--- config.mk ---
export PLATFORM = sky130hd
export DESIGN_NAME = sevenseg_bcd_display
export DESIGN_NICKNAME = d
export VERILOG_FILES = /design/src/rtl/sevenseg_pkg.sv /design/src/rtl/sevenseg_hex_digit.sv /design/src/rtl/sevenseg_bcd_display.sv
export SDC_FILE = /design/constraint.sdc
export NUM_CORES = 1
export LEC_CHECK = 0
export ABC_AREA = 0
export CAP_MARGIN = 15
export CORE_UTILIZATION = 45
export DETAILED_ROUTE_END_ITERATION = 16
export DONT_BUFFER_PORTS = 1
export PLACE_DENSITY_LB_ADDON = 0.1
export REMOVE_ABC_BUFFERS = 1
export SLEW_MARGIN = 20
export SYNTH_ARGS = -nofsm -noshare
export SYNTH_HDL_FRONTEND = slang
export SYNTH_SLANG_ARGS = --single-unit
--- constraint.sdc ---
create_clock -name clock -period 4.2 [get_ports clock]
set_input_delay 0.21 -clock clock [delete_from_list [all_inputs] [get_ports clock]]
set_output_delay 0.21 -clock clock [all_outputs]
set_load 0.01 [all_outputs]
--- src/rtl/sevenseg_pkg.sv ---
// ---------------------------------------------------------------------------
// sevenseg_pkg
// Shared definitions for the seven-segment BCD display driver.
//   - SEG_BLANK / SEG_DASH / SEG_ZERO : special active-low gfedcba patterns
//   - SEG_TABLE                       : 16-entry glyph table for 0-F
//   - state_t                         : controller states (IDLE, SHIFT, UPDATE)
//   - pow10()                         : constant helper for the decimal range
// ---------------------------------------------------------------------------
package sevenseg_pkg;

    // Active-low, bit order gfedcba (bit 6 = g, bit 0 = a).
    localparam logic [6:0] SEG_BLANK = 7'b1111111;
    localparam logic [6:0] SEG_DASH  = 7'b0111111;
    localparam logic [6:0] SEG_ZERO  = 7'b1000000;

    localparam logic [6:0] SEG_TABLE [16] = '{
        7'b1000000,  // 0
        7'b1111001,  // 1
        7'b0100100,  // 2
        7'b0110000,  // 3
        7'b0011001,  // 4
        7'b0010010,  // 5
        7'b0000010,  // 6
        7'b1111000,  // 7
        7'b0000000,  // 8
        7'b0010000,  // 9
        7'b0001000,  // A
        7'b0000011,  // b
        7'b1000110,  // C
        7'b0100001,  // d
        7'b0000110,  // E
        7'b0001110   // F
    };

    typedef enum logic [1:0] {
        IDLE   = 2'd0,
        SHIFT  = 2'd1,
        UPDATE = 2'd2
    } state_t;

    // 10**n as a 64-bit constant; n is at most 8 here so no overflow.
    function automatic logic [63:0] pow10(input int n);
        logic [63:0] r;
        r = 64'd1;
        for (int i = 0; i < n; i++) begin
            r = r * 64'd10;
        end
        return r;
    endfunction

endpackage

--- src/rtl/sevenseg_hex_digit.sv ---
// ---------------------------------------------------------------------------
// sevenseg_hex_digit
// Combinational 4-bit to seven-segment decoder covering 0-F.
// Ports:
//   nibble_i [3:0] : digit value to decode
//   seg_o    [6:0] : active-low segment code, bit order gfedcba
// Blank/dash overrides are applied by the parent, not here.
// ---------------------------------------------------------------------------
module sevenseg_hex_digit
    import sevenseg_pkg::*;
(
    input  logic [3:0] nibble_i,
    output logic [6:0] seg_o
);

    assign seg_o = SEG_TABLE[nibble_i];

endmodule

--- src/rtl/sevenseg_bcd_display.sv ---
// ---------------------------------------------------------------------------
// sevenseg_bcd_display
// Multi-digit static seven-segment driver. A binary value is accepted on
// load; in decimal mode it is converted to BCD by a shift-add-3 (double
// dabble) sequence, one input bit per clock; in hex mode its nibbles are
// shown directly. The segment outputs are registered and change only in the
// UPDATE state (or on reset), so the display never shows partial results.
//
// Parameters:
//   DIGITS (1..8)  number of digits driven
//   WIDTH  (4..32) width of the binary input
// Ports:
//   clock      system clock, rising edge
//   reset      asynchronous, active-high reset
//   load       display request, sampled only while busy = 0
//   value      binary value, captured on an accepted load
//   hex_mode   1 = hex digits, 0 = decimal; captured with value
//   busy       high while state is not IDLE
//   valid      one-cycle pulse in the first cycle new segments are shown
//   overflow   high while the displayed value does not fit in DIGITS digits
//   segments   7*DIGITS active-low codes, digit 0 in segments[6:0]
//
// Build option: define SEVENSEG_LEADING_ZERO_BLANK_EN to blank zero digits
// above the most significant nonzero digit (digit 0 always shown).
//
// Handshake: load is a request qualified by !busy. An accepted load raises
// busy on the next cycle; busy drops in the same cycle valid pulses. A load
// seen while busy is dropped, not queued; a load held high is taken again
// on the first IDLE cycle.
// ---------------------------------------------------------------------------
module sevenseg_bcd_display
    import sevenseg_pkg::*;
#(
    parameter int DIGITS = 6,
    parameter int WIDTH  = 20
) (
    input  logic                  clock,
    input  logic                  reset,
    input  logic                  load,
    input  logic [WIDTH-1:0]      value,
    input  logic                  hex_mode,
    output logic                  busy,
    output logic                  valid,
    output logic                  overflow,
    output logic [7*DIGITS-1:0]   segments
);

    localparam int          NB      = 4 * DIGITS;
    localparam int          CNT_W   = $clog2(WIDTH + 1);
    localparam logic [63:0] DEC_MAX = pow10(DIGITS) - 64'd1;

`ifdef SEVENSEG_LEADING_ZERO_BLANK_EN
    localparam bit LZ_BLANK = 1'b1;
`else
    localparam bit LZ_BLANK = 1'b0;
`endif

    // Pattern shown after reset: a single "0", or all "0"s without blanking.
    function automatic logic [7*DIGITS-1:0] reset_pattern();
        logic [7*DIGITS-1:0] p;
        for (int i = 0; i < DIGITS; i++) begin
            p[7*i +: 7] = (LZ_BLANK && (i != 0)) ? SEG_BLANK : SEG_ZERO;
        end
        return p;
    endfunction

    localparam logic [7*DIGITS-1:0] SEG_RESET = reset_pattern();

    // -----------------------------------------------------------------------
    // State
    // -----------------------------------------------------------------------
    state_t               state_q,    state_d;
    logic [WIDTH-1:0]     shreg_q,    shreg_d;     // value bits, MSB first
    logic [NB-1:0]        bcd_q,      bcd_d;       // BCD digits or hex nibbles
    logic [CNT_W-1:0]     cnt_q,      cnt_d;       // shifts done so far
    logic                 hex_q,      hex_d;
    logic                 ovf_pend_q, ovf_pend_d;  // overflow of the pending value
    logic                 ovf_q,      ovf_d;       // overflow of the shown value
    logic                 valid_q,    valid_d;
    logic [7*DIGITS-1:0]  seg_q,      seg_d;

    // -----------------------------------------------------------------------
    // Range checks on the incoming value
    // -----------------------------------------------------------------------
    logic [63:0] val_ext;
    logic        dec_ovf;
    logic        hex_ovf;

    assign val_ext = 64'(value);
    assign dec_ovf = (val_ext > DEC_MAX);
    assign hex_ovf = |(val_ext >> NB);

    // -----------------------------------------------------------------------
    // Double-dabble correction: every BCD digit >= 5 gets +3 before the
    // shift, so that a digit reaching 10 carries into the next digit.
    // Only the low DIGITS digits are kept; a value that needs more digits is
    // flagged as overflow and shown as dashes, so the lost carries never
    // reach the display.
    // -----------------------------------------------------------------------
    logic [NB-1:0] bcd_adj;

    always_comb begin
        bcd_adj = bcd_q;
        for (int i = 0; i < DIGITS; i++) begin
            if (bcd_q[4*i +: 4] >= 4'd5) begin
                bcd_adj[4*i +: 4] = bcd_q[4*i +: 4] + 4'd3;
            end
        end
    end

    // -----------------------------------------------------------------------
    // Per-digit glyphs and the override muxing (dash / leading blank)
    // -----------------------------------------------------------------------
    logic [6:0] dig_seg [DIGITS];

    for (genvar g = 0; g < DIGITS; g++) begin : g_digit
        sevenseg_hex_digit u_dec (
            .nibble_i (bcd_q[4*g +: 4]),
            .seg_o    (dig_seg[g])
        );
    end

    // lz[i] = digits i..DIGITS-1 are all zero.
    logic [DIGITS:0]      lz;
    logic [7*DIGITS-1:0]  seg_new;

    always_comb begin
        lz         = '0;
        lz[DIGITS] = 1'b1;
        for (int i = DIGITS - 1; i >= 0; i--) begin
            lz[i] = lz[i+1] & (bcd_q[4*i +: 4] == 4'd0);
        end

        seg_new = '0;
        for (int i = 0; i < DIGITS; i++) begin
            if (ovf_pend_q && !hex_q) begin
                seg_new[7*i +: 7] = SEG_DASH;
            end else if (LZ_BLANK && (i != 0) && lz[i]) begin
                seg_new[7*i +: 7] = SEG_BLANK;
            end else begin
                seg_new[7*i +: 7] = dig_seg[i];
            end
        end
    end

    // -----------------------------------------------------------------------
    // Controller: next state and datapath updates
    // -----------------------------------------------------------------------
    always_comb begin
        state_d    = state_q;
        shreg_d    = shreg_q;
        bcd_d      = bcd_q;
        cnt_d      = cnt_q;
        hex_d      = hex_q;
        ovf_pend_d = ovf_pend_q;
        ovf_d      = ovf_q;
        seg_d      = seg_q;
        valid_d    = 1'b0;

        case (state_q)
            IDLE: begin
                if (load) begin
                    hex_d = hex_mode;
                    if (hex_mode) begin
                        // Nibbles are already the digits; missing upper
                        // nibbles come in as zero from the extension.
                        bcd_d      = val_ext[NB-1:0];
                        ovf_pend_d = hex_ovf;
                        state_d    = UPDATE;
                    end else begin
                        shreg_d    = value;
                        bcd_d      = '0;
                        cnt_d      = '0;
                        ovf_pend_d = dec_ovf;
                        state_d    = SHIFT;
                    end
                end
            end

            SHIFT: begin
                bcd_d   = {bcd_adj[NB-2:0], shreg_q[WIDTH-1]};
                shreg_d = shreg_q << 1;
                cnt_d   = cnt_q + 1'b1;
                if (cnt_q == CNT_W'(WIDTH - 1)) begin
                    state_d = UPDATE;
                end
            end

            UPDATE: begin
                seg_d   = seg_new;
                ovf_d   = ovf_pend_q;
                valid_d = 1'b1;
                state_d = IDLE;
            end

            default: begin
                state_d = IDLE;
            end
        endcase
    end

    always_ff @(posedge clock or posedge reset) begin
        if (reset) begin
            state_q    <= IDLE;
            shreg_q    <= '0;
            bcd_q      <= '0;
            cnt_q      <= '0;
            hex_q      <= 1'b0;
            ovf_pend_q <= 1'b0;
            ovf_q      <= 1'b0;
            valid_q    <= 1'b0;
            seg_q      <= SEG_RESET;
        end else begin
            state_q    <= state_d;
            shreg_q    <= shreg_d;
            bcd_q      <= bcd_d;
            cnt_q      <= cnt_d;
            hex_q      <= hex_d;
            ovf_pend_q <= ovf_pend_d;
            ovf_q      <= ovf_d;
            valid_q    <= valid_d;
            seg_q      <= seg_d;
        end
    end

    assign busy     = (state_q != IDLE);
    assign valid    = valid_q;
    assign overflow = ovf_q;
    assign segments = seg_q;

endmodule
Word-level counts from Yosys, hierarchy flattened --
Memories as Yosys holds them, arrays and structs flattened. Index checks and enable logic that the tools add are counted.
Word-level totals: bits in registers 97, bits in read-only memories 672, input port bits 24, output and inout bits 45, logic and storage cells 95, memories kept 6
Memory list:
- (name not given) | depth 16, width 7, read ports 1, clocked after memory_dff 0, write ports 0, RTL line sevenseg_hex_digit.sv:16 | assign seg_o = SEG_TABLE[nibble_i];
- (name not given) | depth 16, width 7, read ports 1, clocked after memory_dff 0, write ports 0, RTL line sevenseg_hex_digit.sv:16
- (name not given) | depth 16, width 7, read ports 1, clocked after memory_dff 0, write ports 0, RTL line sevenseg_hex_digit.sv:16
- (name not given) | depth 16, width 7, read ports 1, clocked after memory_dff 0, write ports 0, RTL line sevenseg_hex_digit.sv:16
- (name not given) | depth 16, width 7, read ports 1, clocked after memory_dff 0, write ports 0, RTL line sevenseg_hex_digit.sv:16
- (name not given) | depth 16, width 7, read ports 1, clocked after memory_dff 0, write ports 0, RTL line sevenseg_hex_digit.sv:16
Operators by class: $add $sub $neg 7, order comparisons 13, eq/ne operators 6, mux-type cells 39, bitwise gates (word level) 6, reductions and logical operators 9
Operators with widths (count):
- 7-bit 2-to-1 mux | 18
- 20-bit 2-to-1 mux | 3
- 24-bit one-hot mux with 2 select lines | 1
- 20-bit one-hot mux with 2 select lines | 1
- 5-bit greater-or-equal comparator, second input constant | 6
- 4-bit inverter with 5-bit output | 6
- 4-bit by 3-bit greater-or-equal comparator with 1-bit output, second input constant | 6
- 24-bit 2-to-1 mux | 1
- 4-bit by 2-bit adder with 4-bit output, second input constant | 5
- 20-bit greater-than comparator, second input constant | 1
- 4-bit 2-to-1 mux | 5
- 5-bit 2-to-1 mux | 2
- 5-bit one-hot mux with 2 select lines | 1
- 2-bit 2-to-1 mux | 3
- 2-bit inequality test, second input constant | 3
- 2-bit AND reduction | 3
- 5-bit by 1-bit adder with 5-bit output, second input constant | 1
- 5-bit equality test, second input constant | 1
- 2-bit one-hot mux with 2 select lines | 1
- 2-bit nonzero test | 2
- 3-bit by 2-bit adder with 3-bit output, second input constant | 1
- 3-bit 2-to-1 mux | 1
- 3-bit AND reduction | 1
- 2-bit by 1-bit equality test with 1-bit output, second input constant | 1
- other kinds (5) | 6

Longest topological paths before layout --
word-level depth 5, mapped depth 7, mapped depth without buffers 6

Hierarchy --
Synthesis repeated with hierarchy kept, for this count alone.
Unflattened totals: cell total of the unflattened synthesis 603, area total of the unflattened synthesis 6059.6 µm²
By module, submodules not included:
- sevenseg_bcd_display | instances 1, cells each 404, area an instance 4445.5 µm²
- sevenseg_hex_digit (g_digit[0].u_dec ...) | instances 3, cells each 32, area an instance 275.3 µm²
- sevenseg_hex_digit (g_digit[3].u_dec) | instances 1, cells each 35, area an instance 271.5 µm²
- sevenseg_hex_digit (g_digit[2].u_dec) | instances 1, cells each 33, area an instance 269.0 µm²
- sevenseg_hex_digit (g_digit[1].u_dec) | instances 1, cells each 35, area an instance 247.7 µm²

Worst setup path after synthesis --
Ideal clock, no wire load.
kind reg-to-reg, start point register bcd_q[12], end point register seg_q[24] (netlist: segments[24]), library setup time 121 ps, arrival time 1469 ps, setup slack 2609 ps, cell stages (with the launch flop) 6, buffers on the path 0, clock period less this slack 1591 ps, path through dfrtp_1 -> inv_1 -> ha_1 -> inv_1 -> mux4_2 -> o22a_1
On the way: cells in the longest elaborated chain, start to end 5
Ends and longest elaborated chain:
- start, declared | RTL line sevenseg_bcd_display.sv:74 | logic [NB-1:0] bcd_q, bcd_d;
- start signal, assigned | RTL line sevenseg_bcd_display.sv:206 | bcd_q <= '0;
- start signal, assigned | RTL line sevenseg_bcd_display.sv:216 | bcd_q <= bcd_d;
- 4-bit inverter with 5-bit output (implied by the code) | RTL line sevenseg_hex_digit.sv:16
- memory 16 x 7 bit
- 7-bit 2-to-1 mux (implied by the code) (2 in a row) | RTL line sevenseg_hex_digit.sv:16
- 7-bit 2-to-1 mux | RTL line sevenseg_bcd_display.sv:136 | if (ovf_pend_q && !hex_q) begin
- end signal, assigned | RTL line sevenseg_bcd_display.sv:222 | seg_q <= seg_d;
- end, declared | RTL line sevenseg_bcd_display.sv:80 | logic [7*DIGITS-1:0] seg_q, seg_d;
Every way passes these cells. The select of a mux whose other input is x is not followed. A chain may end at the register's enable or synchronous reset.

Worst setup path after layout --
start point register state_q[0], end point register seg_q[0] (netlist: segments[0])
On the way: cells in the longest elaborated chain, start to end 1
Ends and longest elaborated chain:
- start, declared | RTL line sevenseg_bcd_display.sv:72 | state_t state_q, state_d;
- start signal, assigned | RTL line sevenseg_bcd_display.sv:214 | state_q <= state_d;
- 2-bit equality test | RTL line sevenseg_bcd_display.sv:160 | case (state_q)
Every way passes these cells.

==> flow_summary.toml <==
[status]
outcome = "completed"

[die]
die_area_sq_um = 13570
core-area_sq_um = 12720
start_util_pct = 46.37
num_rows = 41
io_pins = 69
die_h_um = 116.5
fp.dieW_um = 116.5

[route]
routed_wl_um = 13310
drc = 0
dr.first_iter.drc_count = 226
ant_nets = 0
wl_per_cell_um = 17.38
via_per_inst = 5.641
num_vias = 4321
drtPass1Iterations = 4

[global_routing]
antenna_found_initial = 0
grt_pass1_wl_um = 21670
grt-ovfl-total = 0
grtUsageTotal_pct = 20.98
grt_pass1_vias = 4041
grt_max_degree = 75

[placement]
place_congestion = 0.7828
place.port_buffers = 0
hpwl_um = 8630

[hold_path]
hp-class = "in -> reg"
min-delay-start = "value[13]"

[layout]
drive_gt1_share_pct = 6.397
nets = 656
diodes = 0
fillers = 1249
seqCellArea_sq_um = 2435
syn_to_final_growth_pct = 4.348
multi_input_area_sq_um = 3083
fin_util_pct = 48.39

[timing]
finalSetupTns_ns = 0
fin_crit_sh_pct = 52.62
rsz0062_at_grt = "false"
slew_headroom_pct = 27.29
finalSetupViolations = 0
min_period_ns = 2.210
final-hold-violation-count = 0
max_freq_mhz = 452.5
finClkSkew_ns = 0.005368
slew_viol_final = 0
holdWs_ns = 0.01949
worst_pin_slew_ns = 1.088

[synth]
synth_area_leader_cell = "dfrtp_1"
ys_seq_area_share_pct = 41.27
synth_xor_area_share_pct = 1.485
ys_top_cells_by_area = "dfrtp_1 (39%), ha_1 (9.1%), mux2i_1 (5.6%), o21ai_0 (5.0%), a21oi_1 (4.8%)"
synth.top_cell.area_share_pct = 38.60
synth_cell_types = 51
synth_compound_area_share_pct = 20.62
synth.most_common_cell = "dfrtp_1"
netlist_area_sq_um = 5899
ys_async_sr_fraction_pct = 100.0
synthAdderAreaFrac_pct = 9.120
muxShareOfSynthArea_pct = 8.271
avgSynthCellArea_sq_um = 9.515
synth_flop_cell = "dfrtp_1"
synth_edf_count = 0
ys_seq_elements = 97
synth_common_cells = "dfrtp_1 (91), o21ai_0 (59), a21oi_1 (56)"
yosysWarnings = 0
synth_top_family_by_area = "compound AO/OA/AOI/OAI gates"
synthSimpleGateAreaFrac_pct = 12.64
syn_inst = 620

[power_and_ir_drop]
leakagePower_nw = 2.675
cellPowerDensity_nw_per_um2 = 853.0
peakVddDrop_mv = 0.2897
total_power_mw = 5.251

[clocking]
clock-root-buffer = "clkbuf_16"
cts.sinks = 97
clk_path_buf_depth = 2
cts_tree = "yes"
numCtsBuffers = 9
path_clk_slew_ns = 0.07
clk_latency_ns = 0.35
cts-htree-levels = 3

[setup_path]
r2r_setup_slack_ns = 1.99
endpoint = "segments[0]"
cp.required_ns = 4.43
cp_max_fo = 39
cp-start-kind = "register"
rr_startpoint = "state_q[0]"
timing.critical_path.from = "state_q[0]"
reg2regPathDepth = 4
r2r_end = "segments[0]"
end_kind = "register"
worstPathArrival_ns = 2.44
critPathKind = "reg -> reg"

[run]
max_cap_violations = 0
through the flow:
stage               setup WS, ns  instances  cell area [sq um]
global route               1.803        766               6156
floorplan                  1.466        575               5624
CTS                        1.934        766               6153
detailed placement         1.950        749               5862
finish                     1.990        766               6156
global placement           2.011        749               5862
worst min path at each step:
stage,end,slack [ns],depth (start not counted)
6_report,bcd_q[13],0.02,2
5_1_grt,bcd_q[13],0.02,2
4_1_cts,bcd_q[13],0.01,2
3_5_place_dp,segments[26],0.36,1
3_3_place_gp,segments[39],0.35,1
2_1_floorplan,bcd_q[13],0.36,2
timing repair:
action,CTS,global route
setup buffers,0,0
hold endpoints to repair,62,0
gates resized for setup,0,0
hold buffers,1,0
state kept, by name (all words and copies together), names as in the netlist:
| name | flops |
|---|---|
| hex_q | 1 |
| shreg_q | 20 |
| valid | 1 |
| bcd_q | 24 |
| overflow | 1 |
| ovf_pend_q | 1 |
| cnt_q | 5 |
| segments | 42 |
| state_q | 2 |
placed cells by master (no fill, tap or decap), types with 2 or more instances in the layout:
master	netlist	layout
mux4_2	6	6
nand2b_1	11	10
a21o_1	2	2
clkbuf_1	9	3
a22oi_1	9	9
o32a_1	7	7
and3_1	7	7
xor2_1	4	4
ha_1	43	43
a21oi_1	56	56
buf_4	2	2
nand2_1	47	47
a31oi_1	8	8
dfrtp_1	91	91
nor2_1	50	50
o22a_1	10	10
o21ai_1	16	16
nor3_1	6	6
mux2_2	2	2
o211ai_1	2	2
mux2i_1	33	33
o21ai_0	59	59
a211oi_1	9	9
xnor2_1	6	6
a22o_1	7	7
dfstp_2	6	6
clkbuf_16	0	9
o21ai_2	2	2
a311oi_1	3	3
nor3b_1	7	7
nand3_1	13	13
nor2b_1	6	6
inv_1	28	27
or3_1	2	2
nand3b_1	2	2
clkinv_2	0	3
cell families after synthesis:
kind of cell / count (synthesis)
AO/OA/AOI/OAI: 198
XOR/XNOR: 10
adder cells (fa/ha/maj): 43
buffers and inverters: 74
flip-flops: 97
multiplexers: 41
AND/OR/NAND/NOR: 157
layer usage:
| layer | up-vias | track usage [%] | part of all wire (%) |
|---|---|---|---|
| met3 | 13 | 4.567 | 5.3 |
| met4 | 0 | 7.692 | 1.5 |
| li1 | 2148 | - | - |
| met1 | 2084 | 29.26 | 48 |
| met2 | 76 | 31.95 | 45 |
| met5 | - | 0 | 0 |
report_power, final:
part           switching [mW]  internal [mW]  total [mW]  leakage (nW)
clock                   0.352          0.460       0.812         0.140
sequential              0.753           1.41        2.17          1.16
combinational            1.20           1.08        2.27          1.37
total                    2.30           2.95        5.25          2.68
critical path, cell delays in order, from the launching register on:
cell,delay (ns)
dfrtp_1,0.52
nand2b_1,0.47
inv_6,0.42
o21ai_4,0.26
o32a_1,0.40
layout make-up:
class                      instances  share of cell area (%)
inverter                          29                   1.890
multi-input combinational        449                   50.08
sequential                        97                   39.55
clock inverter                     4                  0.7317
timing repair buffer               3                  0.4065
tap                              172                   3.496
clock buffer                      12                   3.841
Power figures use the tool's default switching activity.
